<file path="src/rtl/rf_wb_arbiter.sv">
`default_nettype none
// ============================================================================
// rf_wb_arbiter : register-file write-port owner; merges fixed-priority WB
//                 writes with a FIFO of multicycle completions.
// Optional      : RF_WB_TRACE_EN enables a per-commit simulation trace.
// Revision      : 1.0  initial release
// ============================================================================
module rf_wb_arbiter #(
  parameter int QDEPTH     = 4,
  parameter int STARVE_MAX = 8
) (
  input  logic                      clk,
  input  logic                      rst_n,
  input  logic                      p_we,
  input  logic [4:0]                p_rd,
  input  logic [31:0]               p_wd,
  input  logic                      s_valid,
  output logic                      s_ready,
  input  logic [4:0]                s_rd,
  input  logic [31:0]               s_wd,
  output logic                      rf_we,
  output logic [4:0]                rf_waddr,
  output logic [31:0]               rf_wdata,
  input  logic [4:0]                q_a1,
  input  logic [4:0]                q_a2,
  output logic                      q_hit1,
  output logic                      q_hit2,
  output logic                      wb_stall,
  output logic [$clog2(QDEPTH):0]   q_count
);

  localparam int              AW     = $clog2(QDEPTH);
  localparam int              CW     = AW + 1;
  localparam logic [CW-1:0]   C_FULL = CW'(QDEPTH);
  localparam logic [7:0]      C_SMAX = 8'(STARVE_MAX);

  logic [4:0]        rd_mem_q [QDEPTH];
  logic [31:0]       wd_mem_q [QDEPTH];
  logic [QDEPTH-1:0] vld_q, vld_d;
  logic [AW-1:0]     wptr_q, wptr_d;
  logic [AW-1:0]     rptr_q, rptr_d;
  logic [CW-1:0]     cnt_q, cnt_d;
  logic [7:0]        starve_q, starve_d;
  logic              rf_we_q, rf_we_d;
  logic [4:0]        rf_waddr_q, rf_waddr_d;
  logic [31:0]       rf_wdata_q, rf_wdata_d;

  logic              p_valid;
  logic              q_empty;
  logic              accept;
  logic              push;
  logic              pop;
  logic [QDEPTH-1:0] hit1_vec;
  logic [QDEPTH-1:0] hit2_vec;

  // s_ready is a pure function of the registered occupancy, so the producer
  // never sees a combinational path from p_we.
  assign s_ready = (cnt_q != C_FULL);

  always_comb begin
    p_valid    = p_we && (p_rd != 5'd0);
    q_empty    = (cnt_q == '0);
    accept     = s_valid && s_ready;
    push       = accept && (s_rd != 5'd0);
    pop        = !p_valid && !q_empty;

    vld_d      = vld_q;
    wptr_d     = wptr_q;
    rptr_d     = rptr_q;
    cnt_d      = cnt_q + CW'(push) - CW'(pop);
    rf_we_d    = 1'b0;
    rf_waddr_d = rf_waddr_q;
    rf_wdata_d = rf_wdata_q;
    starve_d   = starve_q;

    if (push) begin
      vld_d[wptr_q] = 1'b1;
      wptr_d        = wptr_q + 1'b1;
    end
    if (pop) begin
      vld_d[rptr_q] = 1'b0;
      rptr_d        = rptr_q + 1'b1;
    end

    if (p_valid) begin
      rf_we_d    = 1'b1;
      rf_waddr_d = p_rd;
      rf_wdata_d = p_wd;
    end else if (pop) begin
      rf_we_d    = 1'b1;
      rf_waddr_d = rd_mem_q[rptr_q];
      rf_wdata_d = wd_mem_q[rptr_q];
    end

    // A non-empty queue without a pop means the primary won this cycle.
    if (pop || q_empty) begin
      starve_d = 8'd0;
    end else if (starve_q != C_SMAX) begin
      starve_d = starve_q + 8'd1;
    end
  end

  always_ff @(posedge clk or negedge rst_n) begin
    if (!rst_n) begin
      vld_q      <= '0;
      wptr_q     <= '0;
      rptr_q     <= '0;
      cnt_q      <= '0;
      starve_q   <= 8'd0;
      rf_we_q    <= 1'b0;
      rf_waddr_q <= 5'd0;
      rf_wdata_q <= 32'd0;
    end else begin
      vld_q      <= vld_d;
      wptr_q     <= wptr_d;
      rptr_q     <= rptr_d;
      cnt_q      <= cnt_d;
      starve_q   <= starve_d;
      rf_we_q    <= rf_we_d;
      rf_waddr_q <= rf_waddr_d;
      rf_wdata_q <= rf_wdata_d;
    end
  end

  // Payload storage needs no reset; validity is tracked in vld_q.
  always_ff @(posedge clk) begin
    if (push) begin
      rd_mem_q[wptr_q] <= s_rd;
      wd_mem_q[wptr_q] <= s_wd;
    end
  end

  for (genvar i = 0; i < QDEPTH; i++) begin : g_hit
    assign hit1_vec[i] = vld_q[i] && (rd_mem_q[i] == q_a1);
    assign hit2_vec[i] = vld_q[i] && (rd_mem_q[i] == q_a2);
  end

  assign q_hit1   = (q_a1 != 5'd0) && (|hit1_vec);
  assign q_hit2   = (q_a2 != 5'd0) && (|hit2_vec);
  assign wb_stall = (starve_q == C_SMAX) || (cnt_q == C_FULL);
  assign q_count  = cnt_q;
  assign rf_we    = rf_we_q;
  assign rf_waddr = rf_waddr_q;
  assign rf_wdata = rf_wdata_q;

`ifdef RF_WB_TRACE_EN
  logic src_q, src_d;

  always_comb begin
    src_d = src_q;
    if (p_valid) begin
      src_d = 1'b0;
    end else if (pop) begin
      src_d = 1'b1;
    end
  end

  always_ff @(posedge clk or negedge rst_n) begin
    if (!rst_n) begin
      src_q <= 1'b0;
    end else begin
      src_q <= src_d;
    end
  end

  always @(posedge clk) begin
    if (rst_n && rf_we_q) begin
      if (src_q) begin
        $display("wb[S] r[%2d] = 0x%8X", rf_waddr_q, rf_wdata_q);
      end else begin
        $display("wb[P] r[%2d] = 0x%8X", rf_waddr_q, rf_wdata_q);
      end
    end
  end
`endif

endmodule
`default_nettype wire

</file>
<file path="config.mk">
export PLATFORM = sky130hd
export DESIGN_NAME = rf_wb_arbiter
export DESIGN_NICKNAME = d
export VERILOG_FILES = /design/src/rtl/rf_wb_arbiter.sv
export SDC_FILE = /design/constraint.sdc
export NUM_CORES = 1
export LEC_CHECK = 0
export ABC_AREA = 1
export CORE_MARGIN = 1.5
export CORE_UTILIZATION = 54
export CTS_BUF_LIST = sky130_fd_sc_hd__clkbuf_16
export DETAILED_ROUTE_END_ITERATION = 7
export GPL_TIMING_DRIVEN = 0
export PLACE_DENSITY_LB_ADDON = 0.25
export SLEW_MARGIN = 20
export SYNTH_ARGS = -nofsm -noshare
export SYNTH_HDL_FRONTEND = slang
export SYNTH_SLANG_ARGS = --single-unit
</file>
<file path="constraint.sdc">
create_clock -name clk -period 3.34 [get_ports clk]
set_clock_uncertainty 0.1 [all_clocks]
set_input_delay 0.668 -clock clk [delete_from_list [all_inputs] [get_ports clk]]
set_output_delay 0.668 -clock clk [all_outputs]
set_load 0.03 [all_outputs]
</file>
# Word level (Yosys, flattened, before mapping)
# Memories as Yosys holds them, arrays and structs flattened.
# Index checks and enable logic that the tools add are counted.
[op_classes] n_addsub=5 magnitude_cmp=4 eq_ne=12 mux=16 bitwise_logic=3 reduce_logical=29
[ops] operator="two-way mux 32 bit" count=2
[ops] operator="equality test 5 bit" count=8
[ops] operator="nonzero test 5 bit" count=4
[ops] operator="logical AND 1 bit" count=16
[ops] operator="two-way mux 8 bit" count=2
[ops] operator="two-way mux 5 bit" count=2
[ops] operator="adder 8 x 1 -> 8 bit (second input constant)" count=1
[ops] operator="equality test 8 x 4 -> 1 bit (second input constant)" count=1
[ops] operator="two-way mux 4 bit" count=2
[ops] operator="inequality test 8 x 4 -> 1 bit (second input constant)" count=1
[ops] operator="OR reduction 4 bit" count=2
[ops] operator="< comparator 2 x 3 -> 1 bit (second input constant)" count=2
[ops] operator="two-way mux 1 bit" count=6
[ops] operator="adder 2 x 1 -> 2 bit (second input constant)" count=2
[ops] operator="AND 4 bit" count=1
[ops] operator="demux 1 bit (select 2 bit)" count=2
[ops] operator="greater-or-equal comparator 2 x 1 -> 1 bit (second input constant)" count=2
[ops] operator="NOT 4 bit" count=1
[ops] operator="bitwise OR 4 bit" count=1
[ops] operator="nonzero test 2 bit" count=2
[ops] operator="adder 3 x 1 -> 3 bit" count=1
[ops] operator="equality test 3 bit (second input constant)" count=1
[ops] operator="logical NOT 3 bit" count=1
[ops] operator="inequality test 3 bit (second input constant)" count=1
[ops] operator="other kinds (3)" count=5
[totals] register_bits=57 ramBits=148 in_bits=88 out_inout_bits=45 wordCells=79 mem_count=2
[memory_table] memory="wd_mem_q" depth=4 word_bits=32 rd=1 rd_clocked_by_memory_dff=0 write_ports=1 line_no="38" rtl="logic [31:0] wd_mem_q [QDEPTH];"
[memory_table] memory="rd_mem_q" depth=4 word_bits=5 rd=5 rd_clocked_by_memory_dff=0 write_ports=1 line_no="37" rtl="logic [4:0] rd_mem_q [QDEPTH];"

# Logic depth before layout (Yosys ltp)
# Gate-level depths: netlist (run 1).
[logic_depth] word_depth=8 mapped_depth=10 mapped_depth_nobuf=10

# Worst setup path before layout (run 1)
# OpenSTA, ideal clock, no wires.
[synth_path] kind="register to register" startpoint="register cnt_q[1], in the netlist q_count[1]" endpoint="memory rd_mem_q[0][0] (enable)" setup_ps=431 arrival_ps=2983 t_required_ps=2809 path_slack_ps=-174 stages_incl_launch_ff=6 n_path_buf=1 synth_period_minus_slack_ps=3514 path_cell_list="dfrtp_1 > inv_1 > nand3_1 > nand3_1 > buf_2 > nor2_1"
[synth_via] elab_chain_len=5
[synth_rtl] item="start, declared" line_no="42" rtl="logic [CW-1:0] cnt_q, cnt_d;"
[synth_rtl] item="start signal, assigned" line_no="117" rtl="cnt_q <= cnt_d;"
[synth_rtl] item="inequality test 3 bit" line_no="58" rtl="assign s_ready = (cnt_q != C_FULL);"
[synth_rtl] item="net s_ready" line_no="18" rtl="output logic s_ready,"
[synth_rtl] item="logical AND 1 bit" line_no="63" rtl="accept = s_valid && s_ready;"
[synth_rtl] item="logical AND 1 bit" line_no="64" rtl="push = accept && (s_rd != 5'd0);"
[synth_rtl] item="two-way mux 1 bit" line_no="127" rtl="if (push) begin"
[synth_rtl] item="two-way mux 1 bit (not written as such)" line_no="128" rtl="rd_mem_q[wptr_q] <= s_rd;"
[synth_rtl] item="end, declared" line_no="37"
# The timed path passes the listed nets, and every way through them passes these cells.

# Worst setup path in the final report (run 1)
[layout_path] startpoint="input q_a1[2]" endpoint="output q_hit1"
[layout_via] elab_chain_len=4 word_cells_on_any_way=11 classes_between="eq/ne: 4; reduce/logical: 7"
[layout_rtl] item="start, declared" line_no="24" rtl="input logic [4:0] q_a1,"
[layout_rtl] item="equality test 5 bit" line_no="134" rtl="assign hit1_vec[i] = vld_q[i] && (rd_mem_q[i] == q_a1);"
[layout_rtl] item="logical AND 1 bit" line_no="134"
[layout_rtl] item="OR reduction 4 bit" line_no="138" rtl="assign q_hit1 = (q_a1 != 5'd0) && (|hit1_vec);"
[layout_rtl] item="logical AND 1 bit (*)" line_no="138"
[layout_rtl] item="end, declared" line_no="26" rtl="output logic q_hit1,"
# Every way passes the cells marked *; elsewhere a longest branch is shown, timed or not.

==> results of run 1 <==
## synth_stat cells (all sizes together), types with 6 or more instances
cell type  count
a21oi         13
buf           20
clkbuf        17
dfrtp         57
edfxtp       148
ha            11
inv           54
nand2        259
nand3         61
nor2         110
o21ai         71
o22ai         28
xor2           6
## final timing paths
path,end,slack (ps),from
max reg2reg,q_count[2]$_DFF_PN0_,720,q_count[1]$_DFF_PN0_
min reg2reg,rf_wdata[15]$_DFFE_PN0P_,390,rf_wdata[15]$_DFFE_PN0P_
max,q_hit1,190,q_a1[2]
max in group asynchronous,rf_wdata[6]$_DFFE_PN0P_,2170,rst_n
min,rf_wdata[15]$_DFFE_PN0P_,390,rf_wdata[15]$_DFFE_PN0P_
min in group asynchronous,rf_waddr[4]$_DFFE_PN0P_,470,rst_n
## final cells by class
type	count	area, um2
Timing Repair Buffer	141	1520
Clock buffer	21	526
Fill cell	1182	4940
Clock inverter	15	146
Multi-Input combinational cell	581	2770
Inverter	55	208
Tap cell	220	275
Sequential cell	205	5870
Buffer	37	211
## logic make-up after synthesis
| family | synth area share |
|---|---|
| AND/OR/NAND/NOR | 0.203 |
| flip-flops | 0.650 |
| AO/OA/AOI/OAI | 0.0750 |
| buffers and inverters | 0.0464 |
| adder cells (fa/ha/maj) | 0.0175 |
| XOR/XNOR | 0.00776 |
## worst max-delay path, cell delays in order
cell,delay (ps)
sky130_fd_sc_hd__clkdlybuf4s50_1,600
sky130_fd_sc_hd__inv_1,170
sky130_fd_sc_hd__nand2_1,90
sky130_fd_sc_hd__nand2_1,50
sky130_fd_sc_hd__nor2_1,120
sky130_fd_sc_hd__nand3_1,90
sky130_fd_sc_hd__nand2_1,70
sky130_fd_sc_hd__nor2_1,40
sky130_fd_sc_hd__nor2_1,90
sky130_fd_sc_hd__dlygate4sd2_1,400
## stage by stage
stage | TNS (ps) | utilization | worst slack, ps | area (um2)
6_report | 0 | 0.700 | 192 | 11500
5_1_grt | 0 | 0.700 | 35.5 | 11500
3_3_place_gp | -307190 | 0.645 | -1970 | 10600
4_1_cts | 0 | 0.700 | 214 | 11500
3_5_place_dp | -175 | 0.659 | -108 | 10800
2_1_floorplan | -25730 | - | -174 | 9030
## timing repair
item	4_1_cts	5_1_grt
buffers inserted	0	0
gates resized for setup	2	0
endpoints found under the setup margin	2	0
hold endpoints to repair	9	0
hold buffers	1	0
## routing by layer
layer,up-vias,wire length [um]
met2,321,11000
met3,58,1610
met4,0,589
met1,3337,9010
met5,-,0
li1,3278,-
## state kept, by name (all words and copies together) (netlist names), 2 cells and up
register  flops
q_count       3
rd_mem_q     20
rf_waddr      5
rf_wdata     32
rptr_q        2
starve_q      8
vld_q         4
wd_mem_q    128
wptr_q        2
## power groups by stage
stage / Clock, mW / Combinational (mW) / Sequential, mW
6_report: 2.28 / 3.63 / 3.73
5_1_grt: 2.39 / 3.93 / 3.78
4_1_cts: 2.29 / 3.63 / 3.72
3_5_place_dp: 0 / 3.61 / 3.76
3_3_place_gp: 0 / 3.36 / 3.80
2_1_floorplan: 0 / 1.70 / 4.16
==> results, run 1 <==
- The cell-internal power is 6.09 mW.
- The synthesized design contains 205 register bits.
- The count of non-filler cells in the finished layout is 1275.
- Dividing the final minimum period by the clock period gives 0.943.
- The first global-routing pass estimated 34.6 mm of wire.
- The actual slew at the worst max-slew pin is 758 ps.
- The number of antenna violations at the first check in global routing is 0.
- The path depth of the worst reg2reg path is 10.
- The number of pins exceeding their max-slew limit in the final report was 0.
- During synthesis, Yosys emitted a total of 0 warnings.
- Row generation in the floorplan step produced 47 rows.
- The switching fraction of total power is 0.368.
- The fraction of final layout cells with drive strength greater than 1 is 0.0834.
- Setup repair after global routing left no endpoint under its margin.
- In this run the power spent charging and discharging nets is 3.55 mW.
- The HPWL after detailed placement is 15.3 mm.
- The shortest period the worst path allows is 3150 ps.
- Each instance of the synthesized netlist takes up on average 10.3 um2.
- The worst setup path is captured at an output port.
- The count of max-cap constraint violations is 0.
- Of the total power, combinational logic draws 0.377.
- For this run, the total global-route usage over all layers was measured as 0.254.
- Entering global routing, the biggest net connects 49 pins.
- The most frequently used flop master after synthesis is sky130_fd_sc_hd__edfxtp_1.
- The number of clock sinks is 205.
- The global-route congestion overflow total is 0.
- For this run, design rule violations remaining after detail routing come to 0.
- Of the total power, registers draw 0.387.
- The net count of the finished layout is 1141.
- The growth of design area from synthesis to finish is 27.7%.
- The die height is 132 um.
- Of the total power, the clock network draws 0.236.
- The number of nets handed over by synthesis was 978.
- By area the synthesized netlist is led by sky130_fd_sc_hd__edfxtp_1 (49%), sky130_fd_sc_hd__dfrtp_1 (16%), sky130_fd_sc_hd__nand2_1 (10%).
- The path category of the worst min-delay check is flip-flop to flip-flop.
- TritonCTS built the clock tree.
- After detailed routing, the number of vias per cell comes to 5.49.
- The via count of the first global-routing pass came to 6935.
- Power spread over the standard cell area amounts to 836 mW/mm2.
- Port buffering added 132 buffers.
- In the layout the commonest cells are sky130_fd_sc_hd__nand2_1 (247), sky130_fd_sc_hd__edfxtp_1 (148), sky130_fd_sc_hd__clkdlybuf4s50_1 (129).
- The worst hold slack across all endpoints is 388 ps.
- The die footprint is 0.0175 mm2.
- Counting instances, the worst hold path has a depth of 2.
- STA puts the critical path data required time at 2570 ps.
- The critical path is of the primary input to output port type.
- At the later pin of the worst-skew pair, clock insertion delay measures 490 ps.
- The library cell used most frequently in the layout, excluding fill and tap cells, is sky130_fd_sc_hd__nand2_1.
- STA classifies the critical path startpoint as a primary input.
- The total core area is 0.0165 mm2.
- The CTS H-tree depth is 1.
- The largest total area in the synthesized netlist belongs to sky130_fd_sc_hd__edfxtp_1.
- Setup violations remaining at the end of the flow were counted as 0.
- The buffer type at the clock tree root is sky130_fd_sc_hd__clkbuf_16.
- In this run the remaining antenna-violating nets after routing total 0.
- In the global route stage, met2 resource usage came out at 0.433.
- Of all nets on the critical path, the largest fanout is 5.
- The number of CTS-inserted buffers is 20.
- The instance count of the mapped netlist is 878.
- The fraction of synthesized cell area taken by the top area cell type is 0.492.
- The worst max-slew margin expressed relative to the limit is 0.493.
- Of the synthesized area, sequential elements account for 0.650.
- 0 antenna diodes ended up in the layout.
- The horizontal die dimension is 132 um.
- In this run, synthesis inferred 148 flip-flops with an integrated enable.
- The routed length per placed instance is 17.5 um.
- For this block, the via count after detailed routing is 6994.
- In this run, the number of DRC markers left after iteration 0 of detailed routing was 528.
- The met1 track demand over resource in global routing is 0.330.
- The flow ran to the end, and the final reports show no timing, DRC or antenna violations.
- After detailed routing, the total wire length is 22.3 mm.
- The number of hold violations in the final report is 0.
- The clock transition at the registers of the reported paths is 60 ps.
- The global routing stage identified its most utilized layer as met2.
- STA puts the critical path data arrival time at 2380 ps.
- The synthesized cell area is 0.00903 mm2.
- The maximum clock insertion buffer count is 3.
- The number of search-and-repair iterations in the first detailed-routing pass is 7.
- The upper clock frequency limit is 318 MHz.
- The fraction of registers with async set/reset is 0.278.
- Once placement completed, the tool counted placed cells totaling 1238.
- The total power draw is 9.63 mW.
- Counting distinct cell types in the post-synthesis netlist gives 32.
- The global placer's final weighted congestion is 0.930.
- The met3 usage is 0.0350.
- VDD sags by at most 507 uV.
- The number of top-level pins is 133.
- The leakage power figure is 4.67 nW.
- The starting utilization of the core area is 0.548.
Power figures use the tool's default switching activity.
==> run 2: changes to the inputs <==
clock period = 3.05 ns   (was 3.34 ns; I/O delays follow)
==> results, run 2 (synthesized netlist as in run 1, its figures left out) <==
- The net count of the finished layout is 1141.
- The maximum clock insertion buffer count is 3.
- The part of the total power dissipated in sequential elements is 0.388.
- In this run, the number of DRC markers left after iteration 0 of detailed routing was 548.
- The flow ran to the end, and the final reports show no timing, DRC or antenna violations.
- Total power for the finished layout comes to 10.5 mW.
- In the global route stage, overall resource usage came out at 0.254.
- The number of antenna violations at the first check in global routing is 0.
- The die footprint is 0.0175 mm2.
- At the pin with the least slew margin, the transition time is 752 ps.
- After detailed routing, the average wire length per cell comes to 17.4 um.
- The register containing the most flip-flops in the final layout is wd_mem_q.
- 0 antenna diodes ended up in the layout.
- The register with the most flip-flops in the layout has 128 of them.
- In the routed layout, each cell is associated on average with a via count of 5.46.
- The launching element type of the critical path is a primary input.
- The maximum fanout count along the critical path is 10.
- Data on the critical path is required at its endpoint by 3360 ps.
- For this design the top-level I/O count stands at 133.
- The TritonCTS clock tree is built.
- The final routed wirelength across all metal layers is 22.2 mm.
- The fraction of final layout cells with drive strength greater than 1 is 0.0853.
- The number of design rule violations left after detail routing is 0.
- The share of total power dissipated in the clock network is 0.236.
- Setup violations remaining at the end of the flow were counted as 0.
- The starting utilization of the core area is 0.548.
- The power per unit of standard cell area is 915 mW/mm2.
- The setup path with the least slack is of type primary input to flip-flop.
- The data arrival time of the critical path is 3160 ps.
- For this run, the top clock speed supported by timing is 351 MHz.
- The routed layout has 6965 vias.
- For this design the static power due to leakage is 4.68 nW.
- The most common library cell in the layout ignoring fill and taps is sky130_fd_sc_hd__nand2_1.
- The tool flagged a number of max-cap violations equal to 0.
- The die height is 132 um.
- The worst max-slew margin expressed relative to the limit is 0.497.
- The fraction of power consumed by combinational cells is 0.376.
- The path category of the worst min-delay check is flip-flop to flip-flop.
- The number of hold violations in the final report is 0.
- During placement, the flow inserted port buffers numbering 132.
- The worst hold path cell count is 2.
- For this design, the sink count on the clock tree is 205.
- In this run the standard cell core region covers 0.0165 mm2.
- IR analysis of the VDD net gives a maximum drop of 557 uV.
- Hold is met by 387 ps.
- The critical path capture point type is a flip-flop.
- The root buffer cell chosen for the clock tree is sky130_fd_sc_hd__clkbuf_16.
- The residual antenna-violating net count after detailed routing is 0.
- The die is 132 um wide.
- The CTS H-tree depth is 1.
- After layout, the minimum clock period comes to 2850 ps.
- For the worst-skew pair, the clock arrives at the later sink with an insertion delay of 490 ps.
- The pre-antenna-repair detailed-routing pass consisted of 7 iterations.
- The global-route congestion overflow total is 0.
- The post-layout utilization of the core is 0.700.
- The internal portion of the total power is 6.66 mW.
- Fill cells in the final layout number 1182.
- The number of pins exceeding their max-slew limit in the final report is 0.
- The wire length of the first global-routing pass is 34.6 mm.
- In the layout the commonest cells are sky130_fd_sc_hd__nand2_1 (247), sky130_fd_sc_hd__edfxtp_1 (148), sky130_fd_sc_hd__clkdlybuf4s50_1 (128).
- Counting cells, the worst reg-to-reg path comes to 10.
- The switching fraction of total power is 0.368.
- Setup repair after global routing left no endpoint under its margin.
- Counting the buffers created by CTS gives 20.
- The congestion estimate from routability-driven global placement came to 0.930.
- The via count of the first global-routing pass is 6935.
- In the finished design, the share of the clock period the worst path needs comes to 0.935.
- The number of placement rows is 47.
- The clock transition at the registers of the reported paths is 60 ps.
- Entering global routing, the biggest net connects 49 pins.
- The setup total negative slack is 0 ps.
- Once detailed placement completed, the half-perimeter wirelength came to 15.3 mm.
- The growth of design area from synthesis to finish is 27.6%.
- The net load switching power is 3.88 mW.
-- run 2: cell types whose count changed in the layout (fill, tap and decap cells not counted) --
cell and change:
sky130_fd_sc_hd__dlygate4sd2_1 -2, sky130_fd_sc_hd__dlymetal6s2s_1 +1, sky130_fd_sc_hd__clkdlybuf4s50_1 -1, sky130_fd_sc_hd__clkbuf_2 +2
-- run 2: path summary, 6_finish.rpt --
path	endpoint	from	slack, ps
min reg2reg	rf_wdata[15]$_DFFE_PN0P_	rf_wdata[15]$_DFFE_PN0P_	390
max in group asynchronous	rf_wdata[6]$_DFFE_PN0P_	rst_n	1940
min in group asynchronous	rf_waddr[4]$_DFFE_PN0P_	rst_n	410
max	q_count[2]$_DFF_PN0_	s_rd[1]	200
max reg2reg	q_count[2]$_DFF_PN0_	q_count[1]$_DFF_PN0_	430
min	rf_wdata[15]$_DFFE_PN0P_	rf_wdata[15]$_DFFE_PN0P_	390
-- run 2: final cells by class --
| cell class | instances | area (um2) | area share |
|---|---|---|---|
| well taps | 220 | 275 | 0.0239 |
| flip-flops and latches | 205 | 5870 | 0.510 |
| inverters | 55 | 208 | 0.0180 |
| repair buffers | 141 | 1520 | 0.132 |
| plain buffers | 37 | 211 | 0.0184 |
| clock buffers | 21 | 526 | 0.0456 |
| clock inverters | 15 | 146 | 0.0127 |
| multi-input cells | 581 | 2770 | 0.240 |
-- run 2: routing by layer --
metal / vias up / wire [um] / track usage
met4: 0 / 576 / 0.107
li1: 3279 / - / -
met1: 3315 / 8920 / 0.330
met3: 57 / 1670 / 0.0350
met5: - / 0 / 0
met2: 314 / 11000 / 0.433
-- run 2: stage by stage --
stage | cells | setup slack [ps] | cell area (um2)
6_report | 1275 | 199 | 11500
5_1_grt | 1275 | 46.1 | 11500
4_1_cts | 1275 | 40.5 | 11500
3_5_place_dp | 1238 | -340 | 10800
3_3_place_gp | 1230 | -2200 | 10600
2_1_floorplan | 878 | -464 | 9030
-- run 2: worst max-delay path, stage by stage --
cell                              delay [ps]
sky130_fd_sc_hd__clkdlybuf4s50_1         520
sky130_fd_sc_hd__nor2_1                  250
sky130_fd_sc_hd__nand2_1                 100
sky130_fd_sc_hd__nand3_1                 160
sky130_fd_sc_hd__buf_2                   350
sky130_fd_sc_hd__xor2_1                  230
sky130_fd_sc_hd__ha_1                    170
sky130_fd_sc_hd__inv_1                    50
sky130_fd_sc_hd__fa_1                    380
sky130_fd_sc_hd__xnor2_1                 170
sky130_fd_sc_hd__xor2_1                  170
-- run 2: power by group through the flow --
stage	combinational, mW	sequential [mW]	clock, mW
3_3_place_gp	3.68	4.16	0
4_1_cts	3.97	4.08	2.51
6_report	3.96	4.09	2.49
5_1_grt	4.30	4.14	2.62
2_1_floorplan	1.86	4.56	0
3_5_place_dp	3.95	4.12	0
-- run 2: timing repair --
item | CTS | global route
hold buffers | 1 | 0
endpoints found under the hold margin | 9 | 0
endpoints found under the setup margin | 2 | 3
setup buffers | 0 | 0
resized for setup | 2 | 5
==> run 3: changes to the inputs <==
SLEW_MARGIN = unset   (was 20)
==> results, run 3 (synthesized netlist as in run 1, its figures left out) <==
- In this run, post-CTS hold repair placed 0 buffers.
- The count of filler cells inserted in the layout is 1205.
- Summed over all nets, the switching power comes to 3.88 mW.
- The critical path capture point type is an output port.
- Entering global routing, the biggest net connects 58 pins.
- Setup slack on the critical path of the routed design comes to 203 ps.
- The type of the setup path with the least slack is primary input to output port.
- The worst hold slack across all endpoints is 114 ps.
- The endpoint identified for the worst register-to-register timing path is q_count[2]$_DFF_PN0_.
- The run finished with clean final reports.
- After detailed routing, the total wire length is 22.0 mm.
- Of the total power, registers draw 0.386.
- In the global route stage, met2 resource usage came out at 0.444.
- The vias after detailed routing is 6851.
- The register with the most flip-flops in the layout has 128 of them.
- The layer carrying the most global-route usage is met2.
- The leakage power figure is 4.63 nW.
- The maximum clock insertion buffer count is 3.
- The final number of setup-violating endpoints is 0.
- The launching element type of the critical path is a primary input.
- The number of pins exceeding their max-slew limit in the final report is 0.
- The number of design rule violations left after detail routing is 0.
- Dividing the detail-routed via count by the number of cells gives 5.39.
- The area of placed instances is 0.0107 mm2.
- The start of the worst register-to-register path is q_count[1]$_DFF_PN0_.
- TritonCTS built the clock tree.
- The insertion delay to the later sink of the worst-skew pair is 490 ps.
- Counting flops per register, the top entry is wd_mem_q.
- The actual slew at the worst max-slew pin is 817 ps.
- The antenna cell count is 0.
- The buffer count from post-CTS setup fixing is 0.
- Of all nets on the critical path, the largest fanout is 5.
- The area taken by multi-input logic gates is 0.00277 mm2.
- The DRC violation total after the first TritonRoute iteration is 522.
- The clock transition at the registers of the reported paths is 60 ps.
- The wire length of the first global-routing pass is 34.3 mm.
- The number of CTS-inserted buffers is 20.
- The share of total power dissipated in the clock network is 0.245.
- The first TritonRoute pass finished after 6 iterations.
- The initial utilization of the core area, before any placement, comes to 0.548.
- Setup repair after global routing left no endpoint under its margin.
- The cell-internal power is 6.69 mW.
- For this run, global-route usage on met1 was measured as 0.318.
- The number of placement rows is 47.
- The die is 132 um wide.
- The post-placement setup slack is -334 ps.
- The die footprint is 0.0175 mm2.
- The maximum ir drop on the vdd rail is 622 uV.
- Max-cap violations in this run came to 0.
- The worst max-slew margin expressed relative to the limit is 0.456.
- In the global route stage, overall resource usage came out at 0.252.
- The number of hold violations in the final report is 0.
- The share of the clock period used by the worst path after layout is 0.934.
- The total power draw is 10.6 mW.
- The share of total power dissipated in combinational logic is 0.368.
- The HPWL after detailed placement is 14.9 mm.
- The required arrival time at the worst endpoint is 2340 ps.
- The net count of the finished layout is 1136.
- The region available for standard cell placement spans 0.0165 mm2.
- The growth of design area from synthesis to finish is 26.6%.
- Derived from the worst setup path, the maximum achievable clock frequency is 351 MHz.
- Counting cells, the worst reg-to-reg path comes to 10.
- The tightest min-delay check is of the primary input to async pin type.
- In the final layout, flip-flops and latches occupy 0.00587 mm2.
- The number of top-level pins is 133.
- The number of antenna violations at the first check in global routing is 0.
- The switching fraction of total power is 0.367.
- The slack of the worst reg-to-reg path is 420 ps.
- CTS built an H-tree with a depth of 1.
- In this run the clock root is driven by a sky130_fd_sc_hd__clkbuf_16.
- The library cell used most frequently in the layout, excluding fill and tap cells, is sky130_fd_sc_hd__nand2_1.
- The number of clock sinks is 205.
- In the final layout, the share of cells above drive strength 1 is 0.0857.
- The global-route congestion overflow total is 0.
- From bottom edge to top edge, the die measures 132 um.
- The via count of the first global-routing pass is 6857.
- The cell area after layout is 0.0114 mm2.
- The library cells used most frequently in the layout, excluding fill and tap cells, are sky130_fd_sc_hd__nand2_1 (247), sky130_fd_sc_hd__edfxtp_1 (148), sky130_fd_sc_hd__clkdlybuf4s50_1 (128).
- After detailed routing, the average wire length per cell comes to 17.3 um.
- The residual antenna-violating net count after detailed routing is 0.
- The met3 usage is 0.0358.
- The congestion estimate from routability-driven global placement came to 0.930.
- The total of buffers placed on input and output ports is 132.
- For this design the ratio of total power to cell area is 925 mW/mm2.
- The setup total negative slack is 0 ps.
- The worst path in the final design needs a cycle of 2850 ps, including I/O delays and setup.
- The data arrival time of the critical path is 2140 ps.
## run 3: worst max-delay path, stage by stage
cell and delay [ps]:
sky130_fd_sc_hd__clkdlybuf4s50_1 600, sky130_fd_sc_hd__inv_1 170, sky130_fd_sc_hd__nand2_1 90, sky130_fd_sc_hd__nand2_1 50, sky130_fd_sc_hd__nor2_1 120, sky130_fd_sc_hd__nand3_1 90
sky130_fd_sc_hd__nand2_1 70, sky130_fd_sc_hd__nor2_1 40, sky130_fd_sc_hd__nor2_1 90, sky130_fd_sc_hd__clkbuf_2 210
## run 3: final cells by class
type                            instances  area share
Timing Repair Buffer                  136       0.122
Inverter                               55      0.0182
Sequential cell                       205       0.514
Multi-Input combinational cell        581       0.242
Buffer                                 37      0.0185
Tap cell                              220      0.0241
Clock buffer                           21      0.0460
Clock inverter                         15      0.0155
## run 3: worst max-delay path by stage
stage | start | to | slack (ps) | depth (start not counted)
floorplan | q_count[1]$_DFF_PN0_ | rd_mem_q[0][0]$_DFFE_PP_ | -460 | 5
global route | q_a1[2] | q_hit1 | 40 | 10
detailed placement | s_rd[1] | q_count[2]$_DFF_PN0_ | -330 | 11
global placement | s_rd[1] | wd_mem_q[3][5]$_DFFE_PP_ | -2200 | 6
finish | q_a1[2] | q_hit1 | 200 | 10
CTS | q_a1[2] | q_hit1 | 30 | 10
## run 3: power groups by stage
stage                     Clock (mW)  Sequential (mW)  Combinational [mW]
after floorplan                    0             4.56                1.86
after global placement             0             4.16                3.68
after detailed placement           0             4.12                3.87
after CTS                       2.61             4.07                3.90
after global routing            2.72             4.14                4.22
final                           2.59             4.08                3.89
## run 3: layer usage
layer,vias up,share of wire
met5,-,0
met4,0,0.024
met3,50,0.067
met2,244,0.51
met1,3290,0.40
li1,3267,-
## run 3: per-stage QoR
step,std cells,util
final,1270,0.694
after global placement,1230,0.645
after CTS,1270,0.694
after floorplan,878,-
after global routing,1270,0.694
after detailed placement,1234,0.652
## run 3: repair_timing
action | 4_1_cts | 5_1_grt
hold endpoints to repair | 0 | 0
pin swaps | 0 | 0
resized for setup | 2 | 5
endpoints found under the setup margin | 2 | 3
